`src/rtl/ifetch_pcgen.sv`:
```
// Instruction-fetch PC generator: holds the fetch PC, issues sequential word
// fetches on the icache ICB command channel, and applies flush/branch redirects.
module ifetch_pcgen #(
    parameter int            AW        = 32,
    parameter logic [AW-1:0] RESET_PC  = '0,
    parameter int            MAX_OUTST = 1,
    parameter int            CNT_W     = 2
) (
    input  logic          clk,
    input  logic          rst,
    output logic          icache_icb_cmd_valid,
    input  logic          icache_icb_cmd_ready,
    output logic          icache_icb_cmd_read,
    output logic [AW-1:0] icache_icb_cmd_addr,
    output logic [31:0]   icache_icb_cmd_wdata,
    output logic [3:0]    icache_icb_cmd_wmask,
    input  logic          icache_icb_rsp_valid,
    input  logic          icache_icb_rsp_ready,
    input  logic          flush,
    input  logic [AW-1:0] flush_pc,
    input  logic          branch,
    input  logic [AW-1:0] branch_pc,
    input  logic          halt,
    output logic [AW-1:0] pc_o
);

    typedef enum logic [1:0] {
        BOOT  = 2'd0,
        FETCH = 2'd1,
        HALT  = 2'd2
    } state_t;

    localparam logic [CNT_W-1:0] MAX_C = CNT_W'(MAX_OUTST);

    state_t           state;
    logic [AW-1:0]    pc;
    logic [CNT_W-1:0] outst;
    logic             pend;

    logic             rsp_hs;
    logic             redirect;
    logic [AW-1:0]    target;
    logic [CNT_W-1:0] outst_eff;
    logic             halt_now;
    logic             cmd_valid;
    logic             accept;

    // NOTE: every signal written here gets a value on every path, so no latch is inferred.
    always_comb begin
        rsp_hs    = icache_icb_rsp_valid & icache_icb_rsp_ready;
        redirect  = flush | branch;
        target    = flush ? flush_pc : branch_pc;
        // A returning beat frees its slot in the same cycle; never underflow on stray beats.
        outst_eff = outst - ((rsp_hs && (outst != '0)) ? CNT_W'(1) : '0);
        halt_now  = halt & ~pend;
        cmd_valid = (state == FETCH) && !redirect && !halt_now &&
                    ((outst_eff < MAX_C) || pend);
        accept    = cmd_valid & icache_icb_cmd_ready;
    end

    // NOTE: sequential state uses non-blocking assignments so all flops update from pre-edge values.
    always_ff @(posedge clk) begin
        if (rst) begin
            state <= BOOT;
            pc    <= RESET_PC;
            outst <= '0;
            pend  <= 1'b0;
        end else begin
            pend <= cmd_valid & ~icache_icb_cmd_ready;
            if (redirect) begin
                // The downstream pipe is cleared by the same redirect, so nothing stays in flight.
                pc    <= target;
                outst <= '0;
                state <= halt ? HALT : FETCH;
            end else begin
                if (accept)
                    pc <= pc + AW'(4);
                outst <= outst_eff + CNT_W'(accept);
                case (state)
                    BOOT:    state <= halt ? HALT : FETCH;
                    FETCH:   if (halt && (!pend || accept)) state <= HALT;
                    HALT:    if (!halt) state <= FETCH;
                    default: state <= BOOT;
                endcase
            end
        end
    end

    assign icache_icb_cmd_valid = cmd_valid;
    assign icache_icb_cmd_addr  = pc;
    assign icache_icb_cmd_read  = 1'b1;
    assign icache_icb_cmd_wdata = '0;
    assign icache_icb_cmd_wmask = '0;
    assign pc_o                 = pc;

endmodule

```
`config.mk`:
```
export PLATFORM = sky130hd
export DESIGN_NAME = ifetch_pcgen
export DESIGN_NICKNAME = d
export VERILOG_FILES = /design/src/rtl/ifetch_pcgen.sv
export SDC_FILE = /design/constraint.sdc
export NUM_CORES = 1
export LEC_CHECK = 0
export ABC_AREA = 1
export CAP_MARGIN = 20
export CORE_ASPECT_RATIO = 1.1
export CORE_MARGIN = 1
export CORE_UTILIZATION = 29
export CTS_BUF_LIST = sky130_fd_sc_hd__clkbuf_8
export CTS_CLUSTER_SIZE = 12
export DETAILED_ROUTE_END_ITERATION = 10
export GPL_TIMING_DRIVEN = 0
export PLACE_DENSITY = 0.63
export RECOVER_POWER = 100
export SLEW_MARGIN = 20
export SYNTH_ARGS = -nofsm -noshare
export SYNTH_HDL_FRONTEND = slang
export SYNTH_SLANG_ARGS = --single-unit
```
`constraint.sdc`:
```
create_clock -name clk -period 2 [get_ports clk]
set_input_delay 0.6 -clock clk [delete_from_list [all_inputs] [get_ports clk]]
set_output_delay 0.6 -clock clk [all_outputs]
set_load 0.02 [all_outputs]
```
Word-level counts from Yosys, hierarchy flattened:

Index checks and enable logic that the tools add are counted.
W data, S select, Z words.

* bits in registers: 37
* bits in latches: 0
* RAM bits: 0
* ROM bits: 0
* output and inout port bits: 102
* memories kept: 0

* add/sub/neg operators: 3
* $mul: 0
* div/mod/pow operators: 0
* $lt $le $gt $ge: 1
* equal/unequal tests: 4
* shift operators: 0
* muxes and demuxes: 9
* bitwise operators: 7
* reductions and logical operators: 15

Operators with widths (number)
* $mux W32: 3
* $add A32 B3 Y32 const B: 1
* $mux W2: 4
* $pmux W2 S3: 1
* $logic_and A1 B1 Y1: 5
* $and A1 B1 Y1: 4
* $reduce_bool A2 Y1: 2
* $logic_not A1 Y1: 3
* $ne A3 B2 Y1 const B: 1
* $ne A3 B3 Y1 const B: 1
* $add A2 B1 Y2: 1
* $eq A2 B1 Y1 const B: 1
* $eq A2 B2 Y1 const B: 1
* $logic_not A2 Y1: 1
* $logic_or A1 B1 Y1: 2
* $lt A2 B1 Y1 const B: 1
* $not A1 Y1: 2
* $reduce_and A2 Y1: 1
* $reduce_or A2 Y1: 1
* $sub A2 B1 Y2: 1
* $mux W1: 1
* $or A1 B1 Y1: 1

Depth between registers and ports, before layout:

* depth in word-level cells: 13
* mapped depth: 14

Least setup slack after synthesis:

Ideal clock, no wire load.

* kind: input -> output
* start: input port icache_icb_rsp_valid
* end: output port icache_icb_cmd_valid
* arrival: 1.337 ns
* setup slack: 0.063 ns
* cell stages on the path: 9
* path buffers: 0
* cell sequence: nand2_1 > a21oi_1 > ha_1 > inv_1 > nand2_1 > nand3_1 > nand2_1 > nand2_1 > inv_1

* word-level cells in the longest chain between the ends: 7

RTL lines
* from (decl): RTL line 17 `input logic icache_icb_rsp_valid,`
* $and A1 B1 Y1: RTL line 50 `rsp_hs = icache_icb_rsp_valid & icache_icb_rsp_ready;`
* $logic_and A1 B1 Y1: RTL line 54 `outst_eff = outst - ((rsp_hs && (outst != '0)) ? CNT_W'(1) : '0);`
* $mux W1: RTL line 54
* $sub A2 B1 Y2: RTL line 54
* $lt A2 B1 Y1: RTL line 57 `((outst_eff < MAX_C) || pend);`
* $logic_or A1 B1 Y1: RTL line 57
* $logic_and A1 B1 Y1: RTL line 56 `cmd_valid = (state == FETCH) && !redirect && !halt_now &&`
* to (decl): RTL line 11 `output logic icache_icb_cmd_valid,`

No other way between the ends.

Worst setup path in the final report:

* start: input port icache_icb_rsp_ready
* end: output port icache_icb_cmd_valid

* word-level cells in the longest chain between the ends: 7

RTL lines
* from (decl): RTL line 18 `input logic icache_icb_rsp_ready,`
* $and A1 B1 Y1: RTL line 50
* $logic_and A1 B1 Y1: RTL line 54
* $mux W1: RTL line 54
* $sub A2 B1 Y2: RTL line 54
* $lt A2 B1 Y1: RTL line 57
* $logic_or A1 B1 Y1: RTL line 57
* $logic_and A1 B1 Y1: RTL line 56

No other way between the ends.

==> qor.txt <==
Least-Margin Pin Slew: 609 ps
Diode count: 0
Vias per inst: 4.56
Crit end category: output pin
GR Overflow Total: 0
P per Cell Area: 481 nW/um^2
Crit share post-route: 103%
CP arrival: 1470 ps
Final Hold Slack: 571 ps
Core area: 11600 sq um
Area of the multi-input gates: 2160 sq um
RSZ-0062 raised after global routing: true
Maxcap violations: 0
Synth cell types: 32
Reg2reg start: outst[0]$_SDFF_PP0_
Simple-gate share of the synthesized area: 39.6%
Share of layout cells above drive strength 1: 18.3%
CTS Sinks: 37
H-tree Lvls: 2
Mapped Area: 3520 sq um
Initial DRC count: 233
Max_slew headroom: 59.4%
TritonCTS clock tree: yes
Die W: 107 um
Clk pin slew, worst setup/hold paths: 80 ps
Startpoint class of the critical path: input pin
Non-filler cells in the finished layout: 957
Max-slew violation count: 0
Ys async rst share: 0%
Initial Util: 30.3%
Min-delay src: icache_icb_cmd_addr[3]$_SDFFE_PP0P_
Syn Inst Count: 625
Final GP Congestion: 0.836
Largest family of logic cells by synthesized area: simple AND/OR/NAND/NOR gates
DRC Markers: 0
Most used DFF post-synth: dfxtp_1
Skew-Pair Late Insertion Delay: 300 ps
Port-buffer cells: 134
Rows: 41
Critical Path Most Common Cell: nand2_2
Largest net degree at the start of global routing: 12
Nets: 882
Skew final: 10.1 ps
Dpl cells: 944
Post-synthesis compound-gate area fraction: 13.8%
Synth top cells by count: 172 x nand2_1, 109 x nor2_1, 72 x buf_4
Detailed Route WL: 13400 um
Vias in the first global route: 4143
Initial antenna violation count: 0
Register area share after synthesis: 21.0%
Dpl hpwl: 10900 um
Worst Path Max Fanout: 2
Register area: 777 sq um
Crit path buf inv count: 4
Detail Route Antenna Nets: 0
First-pass DRT Iterations: 5
CP max stage delay: 150 ps
Failing checks: setup timing
VDD IR max: 0.000277 V
Clock tree root buffer cell: clkbuf_8
Die Area: 12600 sq um
Fill count: 1265
Final WS setup: -67.3 ps
Synth Warn #: 0
Post-synthesis register bit count: 37
Post-synth EDFFs: 0
Required time worst endpoint: 1400 ps
Drt wl/cell: 14.0 um
IO Pins: 174
Post-synthesis mux area share: 0%
Clock Path Buffers: 2
First-pass GRT wire length: 21000 um
Die Y: 118 um
TritonCTS Buffers: 5
Crit path cell chain: buf_6, nand2_2, a21oi_4, ha_4, inv_2, nand2_2, nand3_2, nand2_2, nand2_2, inv_2, buf_6
Crit path from: icache_icb_rsp_ready
Hold Path Class: flip-flop to flip-flop
Most common cell in the synthesized netlist: nand2_1
Status: finished with violations
Via count: 4366
Area growth syn-to-layout: 54.8%
Post-synthesis xor/xnor area fraction: 0.994%
GRT Total Usage: 21.4%
Area share of the largest cell type after synthesis: 21.0%
Final Hold Vio Count: 0
Core Util, Final: 46.9%
Period minus WS final: 2070 ps
CP delay by family, top: simple AND/OR/NAND/NOR gates
Synth area leaders: dfxtp_1 21%, nand2_1 18%, buf_4 15%, nor2_1 12%, a21oi_1 7.0%
Setup violators final: 1
Leak pwr: 2.60 nW
CP Class: input pin to output pin
Slowest-stage cell, CP: ha_4
Synth Area in Adders: 1.06%
Synth area leader: dfxtp_1
Fmax achieved: 484 MHz
Mean Syn Cell Area: 5.64 sq um
==> cells in the final DEF (no fill, tap or decap), types with 5 or more instances in the layout <==
master / netlist / final
nand2_1: 172 / 167
nor2_1: 109 / 107
clkdlybuf4s50_1: 0 / 97
buf_4: 72 / 77
nand3_1: 44 / 43
a21oi_1: 49 / 43
inv_1: 42 / 37
conb_1: 2 / 37
dfxtp_2: 0 / 26
dlygate4sd2_1: 0 / 22
o21ai_1: 21 / 21
o21ai_0: 18 / 18
clkbuf_1: 14 / 13
dlymetal6s2s_1: 0 / 12
dfxtp_1: 37 / 10
inv_2: 2 / 6
nand2_2: 1 / 6
buf_6: 2 / 5
clkinv_1: 5 / 5
a21oi_2: 0 / 5
clkbuf_8: 0 / 5
==> flip-flops by register name, summed over array words and instances (netlist names) <==
signal	count
state	2
icache_icb_cmd_addr	32
outst	2
pend	1
==> stage by stage <==
stage | TNS, ps | instance area, sq um | setup slack (ps) | power (mW)
after global placement | -17210 | 5180 | -978 | 1.98
after floorplan | 0 | 3660 | 62.5 | 1.51
after CTS | -90.5 | 5360 | -90.5 | 2.62
after global routing | -268 | 5460 | -128 | 2.75
after detailed placement | -19010 | 5180 | -1020 | 1.98
final | -67.3 | 5460 | -67.3 | 2.62
==> repair_timing <==
| action | in CTS | in global routing |
|---|---|---|
| buffers inserted | 3 | 3 |
| resized for setup | 78 | 23 |
| hold buffers | 0 | 0 |
| endpoints found under the setup margin | 82 | 32 |
| pin swaps | 7 | 4 |
==> cell families (layout without fill, tap and decap cells) <==
| kind of cell | after synthesis | after routing |
|---|---|---|
| xor+xnor | 4 | 4 |
| compound gates | 95 | 95 |
| fa+ha+maj | 3 | 3 |
| simple gates | 342 | 342 |
| buf+inv | 142 | 289 |
| flops | 37 | 37 |
| other cells | 2 | 37 |
==> cell type report <==
class	count	share of cell area [%]
multi-input combinational	481	39.6
timing repair buffer	140	25.7
sequential	37	14.2
buffer	93	11.7
tap	150	3.44
inverter	49	3.42
clock buffer	5	1.26
clock inverter	2	0.642
==> power by group <==
group          internal [mW]  total, mW  leakage, nW  switching (mW)
registers              0.806      0.909        0.315           0.103
logic                  0.510       1.05         2.23           0.540
clock network          0.363      0.666       0.0540           0.303
total                   1.68       2.62         2.60           0.946
==> per-layer routing <==
metal	vias up	global-route usage, %	routed length (um)	part of all wire (%)
li1	2230	-	-	-
met1	1938	27.1	5860	44
met2	177	36.7	6390	48
met3	21	3.65	877	6.5
met4	0	6.25	280	2.1
met5	-	0	0	0
==> worst reg2reg max path: cells and delay by family, from the launching register on <==
kind | cells | cell delay [ps]
simple gates | 4 | 350
compound gates | 3 | 360
flops | 1 | 340
buf+inv | 6 | 530
fa+ha+maj | 2 | 290
==> worst paths after layout <==
kind,depth (start not counted),slack (ps),endpoint
worst max-delay path,11,-70,icache_icb_cmd_valid
worst min register to register,2,570,icache_icb_cmd_addr[3]$_SDFFE_PP0P_
worst min-delay path,2,570,icache_icb_cmd_addr[3]$_SDFFE_PP0P_
worst max register to register,15,30,outst[1]$_SDFF_PP0_
(Power assumes the default switching activity.)
